File: src/rtl/control_unit.sv
// Multi-cycle MIPS-subset control FSM: Moore outputs per state, with the
// branch PC write qualified by the live zero flag.
module control_unit (
  input  logic       clk,
  input  logic       reset,
  input  logic [5:0] opcode,
  input  logic [5:0] funct,
  input  logic       Flag_Zero,
  input  logic       Flag_Overflow,
  output logic       PC_W,
  output logic       Mem_W,
  output logic       MDR_W,
  output logic       IR_W,
  output logic       RB_W,
  output logic       Reg_AB_W,
  output logic       ALU_Out_Reg_W,
  output logic [2:0] ALUControl,
  output logic       IorD,
  output logic       RegDst,
  output logic       MemToReg,
  output logic       ALUSrcA,
  output logic [1:0] ALUSrcB,
  output logic [1:0] PCSource,
  output logic [1:0] exc
);

  typedef enum logic [4:0] {
    S_FETCH0    = 5'd0,
    S_FETCH1    = 5'd1,
    S_FETCH2    = 5'd2,
    S_DECODE    = 5'd3,
    S_R_EXEC    = 5'd4,
    S_R_WB      = 5'd5,
    S_ADDI_EXEC = 5'd6,
    S_ADDI_WB   = 5'd7,
    S_MEM_ADDR  = 5'd8,
    S_LW_RD0    = 5'd9,
    S_LW_RD1    = 5'd10,
    S_LW_RD2    = 5'd11,
    S_LW_WB     = 5'd12,
    S_SW_WR     = 5'd13,
    S_BRANCH    = 5'd14,
    S_JUMP      = 5'd15,
    S_EXC_OVF   = 5'd16,
    S_EXC_ILL   = 5'd17
  } state_e;

  localparam logic [5:0] OP_RTYPE = 6'h00;
  localparam logic [5:0] OP_ADDI  = 6'h08;
  localparam logic [5:0] OP_LW    = 6'h23;
  localparam logic [5:0] OP_SW    = 6'h2B;
  localparam logic [5:0] OP_BEQ   = 6'h04;
  localparam logic [5:0] OP_BNE   = 6'h05;
  localparam logic [5:0] OP_J     = 6'h02;

  localparam logic [5:0] FN_ADD = 6'h20;
  localparam logic [5:0] FN_SUB = 6'h22;
  localparam logic [5:0] FN_AND = 6'h24;

  localparam logic [2:0] ALU_ADD = 3'b001;
  localparam logic [2:0] ALU_SUB = 3'b010;
  localparam logic [2:0] ALU_AND = 3'b011;

  state_e state_q, state_d;
  // lw/sw and beq/bne are resolved in DECODE and held, so later states
  // never look at the opcode again.
  logic   is_lw_q, is_lw_d;
  logic   is_bne_q, is_bne_d;

  logic funct_legal;
  logic funct_arith;

  always_comb begin
    funct_legal = (funct == FN_ADD) || (funct == FN_SUB) || (funct == FN_AND);
    funct_arith = (funct == FN_ADD) || (funct == FN_SUB);
  end

  always_ff @(posedge clk) begin
    if (reset) begin
      state_q  <= S_FETCH0;
      is_lw_q  <= 1'b0;
      is_bne_q <= 1'b0;
    end else begin
      state_q  <= state_d;
      is_lw_q  <= is_lw_d;
      is_bne_q <= is_bne_d;
    end
  end

  always_comb begin
    state_d       = S_FETCH0;
    is_lw_d       = is_lw_q;
    is_bne_d      = is_bne_q;
    PC_W          = 1'b0;
    Mem_W         = 1'b0;
    MDR_W         = 1'b0;
    IR_W          = 1'b0;
    RB_W          = 1'b0;
    Reg_AB_W      = 1'b0;
    ALU_Out_Reg_W = 1'b0;
    ALUControl    = 3'b000;
    IorD          = 1'b0;
    RegDst        = 1'b0;
    MemToReg      = 1'b0;
    ALUSrcA       = 1'b0;
    ALUSrcB       = 2'd0;
    PCSource      = 2'd0;
    exc           = 2'b00;

    case (state_q)
      S_FETCH0: begin
        ALUSrcB    = 2'd1;
        ALUControl = ALU_ADD;
        state_d    = S_FETCH1;
      end
      S_FETCH1: begin
        ALUSrcB    = 2'd1;
        ALUControl = ALU_ADD;
        state_d    = S_FETCH2;
      end
      S_FETCH2: begin
        ALUSrcB    = 2'd1;
        ALUControl = ALU_ADD;
        IR_W       = 1'b1;
        PC_W       = 1'b1;
        state_d    = S_DECODE;
      end
      S_DECODE: begin
        Reg_AB_W      = 1'b1;
        ALUSrcB       = 2'd3;
        ALUControl    = ALU_ADD;
        ALU_Out_Reg_W = 1'b1;
        is_lw_d       = (opcode == OP_LW);
        is_bne_d      = (opcode == OP_BNE);
        case (opcode)
          OP_RTYPE:      state_d = funct_legal ? S_R_EXEC : S_EXC_ILL;
          OP_ADDI:       state_d = S_ADDI_EXEC;
          OP_LW, OP_SW:  state_d = S_MEM_ADDR;
          OP_BEQ, OP_BNE: state_d = S_BRANCH;
          OP_J:          state_d = S_JUMP;
          default:       state_d = S_EXC_ILL;
        endcase
      end
      S_R_EXEC: begin
        ALUSrcA       = 1'b1;
        ALU_Out_Reg_W = 1'b1;
        case (funct)
          FN_ADD:  ALUControl = ALU_ADD;
          FN_SUB:  ALUControl = ALU_SUB;
          FN_AND:  ALUControl = ALU_AND;
          default: ALUControl = 3'b000;
        endcase
        state_d = (funct_arith && Flag_Overflow) ? S_EXC_OVF : S_R_WB;
      end
      S_R_WB: begin
        RegDst  = 1'b1;
        RB_W    = 1'b1;
        state_d = S_FETCH0;
      end
      S_ADDI_EXEC: begin
        ALUSrcA       = 1'b1;
        ALUSrcB       = 2'd2;
        ALUControl    = ALU_ADD;
        ALU_Out_Reg_W = 1'b1;
        state_d       = Flag_Overflow ? S_EXC_OVF : S_ADDI_WB;
      end
      S_ADDI_WB: begin
        RB_W    = 1'b1;
        state_d = S_FETCH0;
      end
      S_MEM_ADDR: begin
        ALUSrcA       = 1'b1;
        ALUSrcB       = 2'd2;
        ALUControl    = ALU_ADD;
        ALU_Out_Reg_W = 1'b1;
        state_d       = is_lw_q ? S_LW_RD0 : S_SW_WR;
      end
      S_LW_RD0: begin
        IorD    = 1'b1;
        state_d = S_LW_RD1;
      end
      S_LW_RD1: begin
        IorD    = 1'b1;
        state_d = S_LW_RD2;
      end
      S_LW_RD2: begin
        IorD    = 1'b1;
        MDR_W   = 1'b1;
        state_d = S_LW_WB;
      end
      S_LW_WB: begin
        MemToReg = 1'b1;
        RB_W     = 1'b1;
        state_d  = S_FETCH0;
      end
      S_SW_WR: begin
        IorD    = 1'b1;
        Mem_W   = 1'b1;
        state_d = S_FETCH0;
      end
      S_BRANCH: begin
        ALUSrcA    = 1'b1;
        ALUControl = ALU_SUB;
        PCSource   = 2'd1;
        PC_W       = is_bne_q ? ~Flag_Zero : Flag_Zero;
        state_d    = S_FETCH0;
      end
      S_JUMP: begin
        PCSource = 2'd2;
        PC_W     = 1'b1;
        state_d  = S_FETCH0;
      end
      S_EXC_OVF: begin
        exc     = 2'b01;
        state_d = S_FETCH0;
      end
      S_EXC_ILL: begin
        exc     = 2'b10;
        state_d = S_FETCH0;
      end
      default: state_d = S_FETCH0;
    endcase
  end

endmodule

File: config.mk
export PLATFORM = sky130hd
export DESIGN_NAME = control_unit
export DESIGN_NICKNAME = d
export VERILOG_FILES = /design/src/rtl/control_unit.sv
export SDC_FILE = /design/constraint.sdc
export NUM_CORES = 1
export LEC_CHECK = 0
export ABC_AREA = 0
export CORE_ASPECT_RATIO = 0.7
export CORE_UTILIZATION = 40
export DETAILED_ROUTE_END_ITERATION = 8
export GPL_TIMING_DRIVEN = 0
export PLACE_DENSITY = 0.75
export SKIP_LAST_GASP = 1
export SLEW_MARGIN = 15
export SYNTH_ARGS = -nofsm -noshare
export SYNTH_HDL_FRONTEND = slang
export SYNTH_SLANG_ARGS = --single-unit
File: constraint.sdc
create_clock -name clk -period 3.03 [get_ports clk]
set_input_delay 0.4545 -clock clk [delete_from_list [all_inputs] [get_ports clk]]
set_output_delay 0.4545 -clock clk [all_outputs]
set_load 0.01 [all_outputs]
==> impl_metrics.yaml, run 1 <==
setup_path:
  path_max_fanout: 4
  cpMaxStageDelayCell: "or4b_4"
  cp-start-kind: "primary input"
  max_stage_delay_ns: 0.56
  worstSetupPathType: "primary input to output port"
  critPathCaptureType: "output port"
  path_cells: "clkdlybuf4s50_1 > or4b_4 > or4_4 > o22ai_2 > dlymetal6s2s_1"
  worst_ep_required_time_ns: 2.58
  critPathArrivalTime_ns: 2.17
synthesis:
  synthesis.nets: 134
  ys.flop_type: "dfxtp_1"
  async_reset_ff_share_pct: 0
  ys_ff_latch: 7
  syn_area_per_cell_um2: 7.083
  netlist_instances: 118
  syn_area_um2: 835.8
  yosysSeqAreaShare_pct: 16.77
  yosys_warnings: 0
  synth_edf_count: 0
  ys_types: 49
timing:
  clock_skew_ns: 0.003823
  slew_viol_final: 0
  hold_viol: 0
  setup_viol: 0
  tns_ns: 0
  slew_headroom_pct: 66.41
  max_freq_ghz: 0.3812
  grt_setup_unrepaired: "false"
  period_needed_ns: 2.624
  hold_ws_ns: 0.4974
  worstMarginPinSlew_ns: 0.4968
  min_period_over_period_pct: 86.59
status:
  status: "finished, final reports clean"
clock_network:
  cts.sinks: 7
  ctsRootBufferMaster: "clkbuf_4"
  path_clk_slew_ns: 0.05
  cts_inserted_buffers: 3
  h-tree-depth: 1
  clockBufferDepth: 2
  cts_tree: "built"
  clk_latency_ns: 0.26
power_and_ir_drop:
  powerDensity_nw_per_um2: 287.7
  swShare_pct: 35.78
  seqPwrFrac_pct: 29.4
  ir_drop_mv: 0.2360
  combPwrFrac_pct: 45.4
  p_leak_nw: 0.4403
  fin_total_pwr_mw: 0.3553
  pwr-share-clk_pct: 25.2
  switchingPower_mw: 0.1271
  p_int_mw: 0.2282
min_path:
  hp-class: "flop to flop"
die:
  start_util_pct: 43.92
  die_h_um: 40.25
  core_area_um2: 1903
  die-area_um2: 2279
  rows: 13
  die_w_um: 56.64
  io_pins: 36
route:
  route.final.wire_length_um: 2688
  drtIter0Drc: 81
  ant_nets: 0
  via_count: 1046
  avgViaCountPerCell: 5.876
  first_pass_iters: 4
  drc: 0
  wire_per_inst_um: 15.10
grt:
  grt_pass1_wl_um: 4353
  grt_pass1_vias: 909
  grt_max_degree: 11
  antenna_found_initial: 0
  grtUsageTotal_pct: 25.49
  overflow: 0
cells_and_area:
  layout.nets: 173
  fin_area_um2: 1235
  diodes: 0
  drive_above_1_share_pct: 10.90
  area_growth_pct: 47.75
  final_common_cell: "clkdlybuf4s50_1"
  layout_common_cells: "clkdlybuf4s50_1 (32), nor2_1 (18), a21oi_1 (9)"
place:
  gp_congestion: 0.8398
  portBuffers: 34
  hpwlAfterDp_um: 2066
  place_area_um2: 1204
run:
  cap_viol_max_count: 0
-- area by class of cell --
type	instances	area, um^2
buffer	7	46.29
clock buffer	4	26.28
fill	182	668.1
inverter	5	18.77
multi-input combinational	99	630.6
sequential	7	140.1
tap	22	27.53
timing repair buffer	34	345.3
-- path summary, 6_finish.rpt --
kind	start	end	slack, ns	cells past startpoint
worst max-delay path	funct[0]	ALUControl[0]	0.41	5
worst min-delay path	is_bne_q	is_bne_q	0.50	2
worst max register to register	state_q[2]	is_lw_q	1.50	5
worst min register to register	is_bne_q	is_bne_q	0.50	2
-- flip-flops by register name (all words and copies together), names as in the netlist --
name / count
is_bne_q: 1
is_lw_q: 1
state_q: 5
-- power groups by stage --
stage          Clock (mW)  Combinational [mW]  Sequential, mW
2_1_floorplan           0              0.0923           0.104
3_3_place_gp            0               0.154           0.106
3_5_place_dp            0               0.159           0.106
4_1_cts            0.0922               0.159           0.104
5_1_grt            0.0961               0.175           0.105
6_report           0.0895               0.161           0.105
-- critical path: cells and delay by family --
kind	cells	cell delay, ns
AO/OA/AOI/OAI	1	0.12
buffers and inverters	2	0.57
AND/OR/NAND/NOR	2	1.02
-- cell families (layout without fill, tap and decap cells) --
group | count (synthesis) | after routing | synth area share [%]
simple gates | 62 | 62 | 43.56
compound gates | 29 | 29 | 23.50
mux | 3 | 3 | 3.743
flops | 7 | 7 | 16.77
xor+xnor | 4 | 4 | 4.191
other cells | 1 | 1 | 0.4487
buf+inv | 12 | 50 | 7.784
-- stage by stage --
stage	instances	utilization (%)	setup slack (ns)
finish	178	64.89	0.4064
global route	178	64.89	0.3155
CTS	178	64.63	0.02241
detailed placement	174	63.25	0.02692
global placement	174	63.25	0.05086
floorplan	118	-	0.9794
-- synthesized netlist by cell type, types with 3 or more instances --
master | count | area (um^2)
inv_1 | 5 | 18.77
xnor2_1 | 4 | 35.03
nor2_1 | 18 | 67.56
nor3_1 | 7 | 35.03
nand3_1 | 3 | 15.01
a21oi_1 | 9 | 45.04
or3_1 | 3 | 18.77
nand2_1 | 6 | 22.52
o21ai_0 | 3 | 15.01
nand2b_1 | 4 | 25.02
dfxtp_1 | 7 | 140.1
-- what timing repair did --
action / CTS / global route
gates resized for setup: 0 / 2
hold buffers: 0 / 0
setup buffers: 0 / 0
endpoints found under the setup margin: 0 / 2
-- metal layers --
layer	vias to the layer above	global-route usage (%)	routed length, um
met1	492	35.08	1272
met3	6	5.806	163
li1	506	-	-
met2	42	40.29	1213
met4	0	7.317	38
met5	-	0	0
(Power assumes the default switching activity.)
==> run 2, diff against run 1 <==
--- a/config.mk
+++ b/config.mk
@@ -5,13 +5,12 @@
 export SDC_FILE = /design/constraint.sdc
 export NUM_CORES = 1
 export LEC_CHECK = 0
-export ABC_AREA = 0
 export CORE_ASPECT_RATIO = 0.7
 export CORE_UTILIZATION = 40
 export DETAILED_ROUTE_END_ITERATION = 8
 export GPL_TIMING_DRIVEN = 0
 export PLACE_DENSITY = 0.75
-export SKIP_LAST_GASP = 1
+export SKIP_CTS_REPAIR_TIMING = 1
 export SLEW_MARGIN = 15
 export SYNTH_ARGS = -nofsm -noshare
 export SYNTH_HDL_FRONTEND = slang
==> results of run 2 <==
The final DEF is identical to that of run 1; final timing and power are the same.
